### src/rtl/mips_pkg.sv
// Shared types for the MIPS instruction-fetch path: instruction word and
// the {pc, instr} entry carried through the fetch queue.
package mips_pkg;

    localparam int MIPS_XLEN   = 32;
    localparam int INSTR_BYTES = 4;

    typedef logic [31:0] instr_t;

    typedef struct packed {
        logic [MIPS_XLEN-1:0] pc;
        instr_t               instr;
    } fetch_entry_t;

endpackage

### src/rtl/mips_fetchq_fifo.sv
// Circular FIFO of fetch entries with push/pop/clear and an occupancy count.
// Head entry is read combinationally so decode sees it the cycle after the push.
module mips_fetchq_fifo
    import mips_pkg::*;
#(
    parameter int DEPTH = 4
) (
    input  logic                         clk,
    input  logic                         reset,
    input  logic                         clear,
    input  logic                         push,
    input  logic                         pop,
    input  fetch_entry_t                 din,
    output fetch_entry_t                 dout,
    output logic [$clog2(DEPTH+1)-1:0]   count
);

    localparam int PW = $clog2(DEPTH);
    localparam int CW = $clog2(DEPTH+1);

    fetch_entry_t    mem [DEPTH];
    logic [PW-1:0]   wr_ptr_reg;
    logic [PW-1:0]   rd_ptr_reg;
    logic [CW-1:0]   count_reg;

    // Pointers wrap naturally because DEPTH is a power of two.
    always_ff @(posedge clk or negedge reset) begin
        if (!reset) begin
            wr_ptr_reg <= '0;
            rd_ptr_reg <= '0;
            count_reg  <= '0;
        end else if (clear) begin
            wr_ptr_reg <= '0;
            rd_ptr_reg <= '0;
            count_reg  <= '0;
        end else begin
            if (push) wr_ptr_reg <= wr_ptr_reg + PW'(1);
            if (pop)  rd_ptr_reg <= rd_ptr_reg + PW'(1);
            case ({push, pop})
                2'b10:   count_reg <= count_reg + CW'(1);
                2'b01:   count_reg <= count_reg - CW'(1);
                default: count_reg <= count_reg;
            endcase
        end
    end

    always_ff @(posedge clk) begin
        if (push && !clear) mem[wr_ptr_reg] <= din;
    end

    assign dout  = mem[rd_ptr_reg];
    assign count = count_reg;

endmodule

### src/rtl/mips_fetch_queue.sv
// Instruction-fetch front end: credit-limited request issue, PC tagging,
// redirect flush with stale-response dropping. Option: MIPS_FETCHQ_BYPASS_EN.
module mips_fetch_queue
    import mips_pkg::*;
#(
    parameter int              XLEN     = 32,
    parameter int              DEPTH    = 4,
    parameter logic [XLEN-1:0] RESET_PC = '0
) (
    input  logic            clk,
    input  logic            reset,
    output logic            imem_req,
    output logic [XLEN-1:0] imem_addr,
    input  logic            imem_gnt,
    input  logic            imem_rvalid,
    input  logic [31:0]     imem_rdata,
    input  logic            redirect,
    input  logic [XLEN-1:0] redirect_pc,
    output logic            instr_valid,
    output logic [31:0]     instr,
    output logic [XLEN-1:0] instr_pc,
    input  logic            instr_ready
);

    localparam int CW = $clog2(DEPTH+1);
    localparam int SW = CW + 2;

    logic [XLEN-1:0] fetch_pc_reg, fetch_pc_next;
    logic [XLEN-1:0] resp_pc_reg, resp_pc_next;
    logic [CW-1:0]   outstanding_reg, outstanding_next;
    logic [CW-1:0]   drop_reg, drop_next;
    logic [CW-1:0]   count;
    logic [SW-1:0]   credit_used;

    fetch_entry_t    push_entry;
    fetch_entry_t    head_entry;
    logic            gnt_fire;
    logic            resp_drop;
    logic            resp_take;
    logic            fifo_push;
    logic            fifo_pop;
    logic            head_valid;

    assign credit_used = SW'(count) + SW'(outstanding_reg) + SW'(drop_reg);
    assign imem_req    = reset && !redirect && (credit_used < SW'(DEPTH));
    assign imem_addr   = fetch_pc_reg;
    assign gnt_fire    = imem_req && imem_gnt;

    // A response with nothing outstanding and nothing to drop is ignored.
    assign resp_drop   = imem_rvalid && (drop_reg != '0);
    assign resp_take   = imem_rvalid && (drop_reg == '0) && (outstanding_reg != '0);

    assign head_valid  = (count != '0);
    assign fifo_pop    = head_valid && instr_ready && !redirect;

`ifdef MIPS_FETCHQ_BYPASS_EN
    logic bypass_hit;
    assign bypass_hit = !head_valid && !redirect && resp_take;
    assign fifo_push  = resp_take && !redirect && !(bypass_hit && instr_ready);
`else
    assign fifo_push  = resp_take && !redirect;
`endif

    assign push_entry.pc    = MIPS_XLEN'(resp_pc_reg);
    assign push_entry.instr = imem_rdata;

    mips_fetchq_fifo #(
        .DEPTH (DEPTH)
    ) u_fifo (
        .clk   (clk),
        .reset (reset),
        .clear (redirect),
        .push  (fifo_push),
        .pop   (fifo_pop),
        .din   (push_entry),
        .dout  (head_entry),
        .count (count)
    );

    always_comb begin
        instr_valid = 1'b0;
        instr       = '0;
        instr_pc    = '0;
        if (head_valid) begin
            instr_valid = !redirect;
            instr       = head_entry.instr;
            instr_pc    = XLEN'(head_entry.pc);
        end
`ifdef MIPS_FETCHQ_BYPASS_EN
        else if (bypass_hit) begin
            instr_valid = 1'b1;
            instr       = imem_rdata;
            instr_pc    = resp_pc_reg;
        end
`endif
    end

    always_comb begin
        fetch_pc_next    = fetch_pc_reg;
        resp_pc_next     = resp_pc_reg;
        outstanding_next = outstanding_reg;
        drop_next        = drop_reg;
        if (redirect) begin
            // Everything in flight becomes stale, minus a response landing now.
            fetch_pc_next    = redirect_pc;
            resp_pc_next     = redirect_pc;
            outstanding_next = '0;
            drop_next        = drop_reg + outstanding_reg
                             - ((resp_drop || resp_take) ? CW'(1) : CW'(0));
        end else begin
            if (gnt_fire)  fetch_pc_next = fetch_pc_reg + XLEN'(INSTR_BYTES);
            if (resp_take) resp_pc_next  = resp_pc_reg + XLEN'(INSTR_BYTES);
            outstanding_next = outstanding_reg
                             + (gnt_fire  ? CW'(1) : CW'(0))
                             - (resp_take ? CW'(1) : CW'(0));
            if (resp_drop) drop_next = drop_reg - CW'(1);
        end
    end

    always_ff @(posedge clk or negedge reset) begin
        if (!reset) begin
            fetch_pc_reg    <= RESET_PC;
            resp_pc_reg     <= RESET_PC;
            outstanding_reg <= '0;
            drop_reg        <= '0;
        end else begin
            fetch_pc_reg    <= fetch_pc_next;
            resp_pc_reg     <= resp_pc_next;
            outstanding_reg <= outstanding_next;
            drop_reg        <= drop_next;
        end
    end

    assert property (@(posedge clk) disable iff (!reset)
        !(imem_rvalid && outstanding_reg == '0 && drop_reg == '0));

endmodule
### config.mk
export PLATFORM = sky130hd
export DESIGN_NAME = mips_fetch_queue
export DESIGN_NICKNAME = d
export VERILOG_FILES = /design/src/rtl/mips_pkg.sv /design/src/rtl/mips_fetchq_fifo.sv /design/src/rtl/mips_fetch_queue.sv
export SDC_FILE = /design/constraint.sdc
export NUM_CORES = 1
export LEC_CHECK = 0
export ABC_AREA = 0
export BUFFER_PORTS_ARGS = -buffer_cell sky130_fd_sc_hd__buf_4
export CORE_MARGIN = 10
export CORE_UTILIZATION = 55
export DETAILED_ROUTE_END_ITERATION = 7
export GPL_TIMING_DRIVEN = 0
export PLACE_DENSITY = 0.78
export SLEW_MARGIN = 20
export SYNTH_ARGS = -nofsm -noshare
export SYNTH_HDL_FRONTEND = slang
export SYNTH_SLANG_ARGS = --single-unit
### constraint.sdc
create_clock -name clk -period 5.67 [get_ports clk]
set_clock_uncertainty 0.1 [all_clocks]
set_input_delay 1.701 -clock clk [delete_from_list [all_inputs] [get_ports clk]]
set_output_delay 1.701 -clock clk [all_outputs]
set_load 0.02 [all_outputs]
Yosys cells after proc, flatten, opt, wreduce, memory -nomap -nowiden
Memory sizes are Yosys's and may differ from the RTL's. Index checks and enable logic that the tools add are counted.

Add/subtract/negate cells: 13. Order comparisons: 1. Equality and inequality tests: 2. Mux-type cells: 21. Reduce and logical (&&, ||, !) cells: 22.

Operators by type and width (count): $mux W32 (6); $add A32 B3 Y32 const B (2); $mux W3 (4); $reduce_bool A3 Y1 (4); $logic_and A1 B1 Y1 (10); $reduce_bool A2 Y1 (5); $mux W2 (4); $mux W1 (6); $pmux W3 S2 (1); $sub A3 B1 Y3 (2); $sub A3 B1 Y3 const B (2); $add A4 B3 Y5 (1); $lt A5 B3 Y1 const B (1); $add A2 B1 Y2 const B (2); $add A3 B3 Y4 (1); $add A3 B1 Y3 (1); $add A3 B1 Y3 const B (1); $add A3 B3 Y3 (1); $logic_not A3 Y1 (1); $eq A2 B1 Y1 const B (1); $eq A2 B2 Y1 const B (1); $logic_not A1 Y1 (1); $logic_or A1 B1 Y1 (1).

Register bits after elaboration: 77. Memory bits (writable): 256. Bits of input ports: 70. Output and inout bits: 98. Word-level logic and storage cells: 67. Memories kept: 1.

Memory list: u_fifo.mem (depth 4, width 64, read ports 1, clocked after memory_dff 0, write ports 1, RTL line mips_fetchq_fifo.sv:21) `fetch_entry_t mem [DEPTH];`.

Depth between registers and ports, before layout
Depth after elaboration: 9. Gate-level depth with buffers: 17. Mapped depth without buffers: 16.

Hierarchy
Synthesis repeated with hierarchy kept, for this count alone.

Cells, all modules: 908. Area, all modules: 14480.1 sq um.

By module, submodules not included: mips_fetchq_fifo (times used 1, cells an instance 375, area an instance 9656.8 sq um, seq. area each 7862.5 sq um); mips_fetch_queue (times used 1, cells an instance 533, area an instance 4823.4 sq um, seq. area each 1751.7 sq um).

Worst setup path before layout
OpenSTA, ideal clock, no wires.

Path kind: in2out. Start point: input redirect. End point: output instr_valid. Data arrival time: 2.716 ns. Data required time: 3.869 ns. Setup slack: 1.153 ns. Cell stages on the path: 4. Path buffers: 3. Cells stage by stage: buf_1 > buf_1 > buf_1 > nor2_1.

Word-level cells in the longest chain between the ends: 2.

RTL lines: start, declared (RTL line mips_fetch_queue.sv:17) `input logic redirect,`; $logic_not A1 Y1 (RTL line mips_fetch_queue.sv:85) `instr_valid = !redirect;`; $mux W1 (RTL line mips_fetch_queue.sv:84) `if (head_valid) begin`; end, declared (RTL line mips_fetch_queue.sv:19) `output logic instr_valid,`.

No other way between the ends.

Worst setup path after layout
Ends and elaborated chain as after synthesis.

==> results_dict.tcl <==
set metrics [dict create \
    grt_pass1_wl_um 52000 \
    route.vias.total 8727 \
    fin_ws_ns 0.271 \
    startpoint "redirect" \
    ff2ff_setup_slack_ns 1.25 \
    ys_warn_count 0 \
    die_w_um 182 \
    nets 1225 \
    largest_reg_flops 256 \
    whs_ns 0.436 \
    relSlewSlack_pct 33.9 \
    grt_max_degree 81 \
    cts_resized 0 \
    finalCritPeriodShare_pct 95.2 \
    r2r-end "outstanding_reg[2]" \
    endpoint_kind "primary output" \
    clkTransAtPathRegs_ns 0.06 \
    start_util_pct 55.5 \
    cp.depth 6 \
    finalWeightedCongestion 0.934 \
    synth-main-ff-cell "edfxtp_1" \
    drt_iter0_markers 790 \
    core.rowCount 59 \
    cts_setup_buffers 0 \
    via_per_inst 5.85 \
    wl_um 33000 \
    setup_viol 0 \
    coreArea_um2 25900 \
    netlist_area_um2 14400 \
    tritoncts "done" \
    dieArea_um2 33000 \
    rr_startpoint "outstanding_reg[1]" \
    clk_latency_ns 0.50 \
    synth_edf_count 256 \
    vdd_ir_drop_max_uv 311 \
    hpwl_um 22400 \
    die_h_um 182 \
    arrival_ns 3.60 \
    cp_common_cell "buf_1" \
    antenna_cells 0 \
    cts_max_path_buffers 3 \
    ys_seq_area_share_pct 66.8 \
    tightest_slew_ns 0.982 \
    synthArstFlopShare_pct 23.1 \
    grt_use_total_pct 19.7 \
    endpoint "instr_valid" \
    leakage_uw 0.00617 \
    cpMaxStageDelayCell "buf_1" \
    slowest_delay_ns 0.53 \
    stdcell_area_um2 17200 \
    rr_worst_depth 17 \
    status "completed" \
    hp-class "reg2reg" \
    cp-start-kind "primary input" \
    synth_seq_cells 333 \
    cts_num_sinks 333 \
    grt_pass1_vias 9216 \
    fin_crit_ns 5.40 \
    grt_overflow_total 0 \
    area_growth_pct 19.9 \
    maxCapViolCount 0 \
    h-tree-depth 2 \
    utilization_pct 66.5 \
    final_max_slew_viol_count 0 \
    crit_type "in2out" \
    drc 0 \
    drive_gt1_share_pct 28.0 \
    grt_antenna_before_repair 0 \
    power.density_nw_per_um2 413 \
    layout_commonest_cell "edfxtp_1" \
    wl_per_cell_um 22.1 \
    cts-root-buf "clkbuf_16" \
    final_cell_mix "edfxtp_1, buf_4, dfrtp_1, nand2_1, nor2b_1" \
    synth_cell_type_count 68 \
    avgSynthCellArea_um2 15.5 \
    synthesis.nets 1018 \
    worst-endpoint-required_ns 3.87 \
    first_pass_iters 5 \
    hold_viol_final 0 \
    portBuffers 167 \
    pre_cts_ws_ns 0.285 \
    postSynthCellCount 926 \
    place_area_um2 16200 \
    timing.fmax_mhz 185 \
    cp_cell_sequence "buf_4, buf_1, buf_1, buf_1, nor2_1, buf_4" \
    cts_hold_buf 0 \
    path_delay_family "buffers and inverters" \
    rsz0062_at_grt "false" \
    path_max_fanout 10 \
    antenna_left 0 \
    ios 168 \
    cts_buffers 34 \
    path_buf_inv 5 \
]
## metrics by stage
step           instances  setup TNS (ns)  power [uW]
2_1_floorplan        926               0        4230
3_3_place_gp        1428          -79.01        4990
3_5_place_dp        1432               0        5030
4_1_cts             1493               0        7200
5_1_grt             1493               0        7480
6_report            1493               0        7120
## layer usage
layer / wire [um] / track usage (%) / vias up / share of wire (%)
li1: - / - / 3951 / -
met1: 13900 / 26.5 / 4379 / 42
met2: 15900 / 31.7 / 354 / 48
met3: 2670 / 5.27 / 43 / 8.1
met4: 502 / 4.30 / 0 / 1.5
met5: 0 / 0 / - / 0
## power breakdown
group          internal [uW]  switching, uW
clock network           1280            882
logic                    877           1170
registers               2760            154
## kinds of logic after synthesis
kind of cell,count (synthesis),share of synthesized area (%)
muxes,69,10.4
xor gates and xnor gates,40,2.44
and+or+nand+nor,270,10.9
AOI/OAI and AO/OA,108,4.89
DFF,333,66.8
adders and majority gates,22,2.23
buffers and inverters,84,2.35
## synth_stat cells (all sizes together), types with 2 or more instances
master  instances  area (um^2)
a211oi          2         15.0
a21o            3         22.5
a21oi          17         88.8
a221o           4         40.0
a31oi           3         18.8
and2            2         13.8
and3            6         37.5
and4            5         48.8
buf            17         85.1
clkbuf         24         91.3
dfrtp          77         1930
edfxtp        256         7690
fa              6          120
ha             16          200
inv            42          158
mux2            3         33.8
mux2i           2         20.0
mux4           64         1440
nand2          67          254
nand2b          3         18.8
nand3          27          135
nand4          20          125
nand4b          2         17.5
nor2           26          105
nor2b          65          407
nor3           15         96.4
nor3b           3         33.8
nor4           13          118
o211ai          8         60.1
o21ai          51          255
o221ai          3         26.3
o311ai          5         43.8
o31a            6         52.6
or3             5         31.3
or4             5         41.3
or4b            2         20.0
xnor2          22          193
xor2           18          158
## worst min-delay path by stage
stage                               from                end  slack (ns)  depth (start not counted)
after floorplan           resp_pc_reg[0]  u_fifo.mem[0][32]        0.38                          0
after global placement    resp_pc_reg[0]  u_fifo.mem[2][32]        0.39                          0
after detailed placement  resp_pc_reg[0]  u_fifo.mem[1][32]        0.41                          0
after CTS                   imem_addr[1]       imem_addr[1]        0.44                          2
after global routing      resp_pc_reg[0]  u_fifo.mem[1][32]        0.46                          0
final                     resp_pc_reg[1]  u_fifo.mem[2][33]        0.44                          0
## layout make-up
cell class | count | area, um^2
buffer | 41 | 176
clock buffer | 44 | 920
clock inverter | 17 | 160
fill | 1808 | 8670
inverter | 43 | 161
multi-input combinational | 509 | 4450
sequential | 333 | 9610
tap | 335 | 419
timing repair buffer | 171 | 1340
No activity file was read; power rests on OpenSTA's default activity.
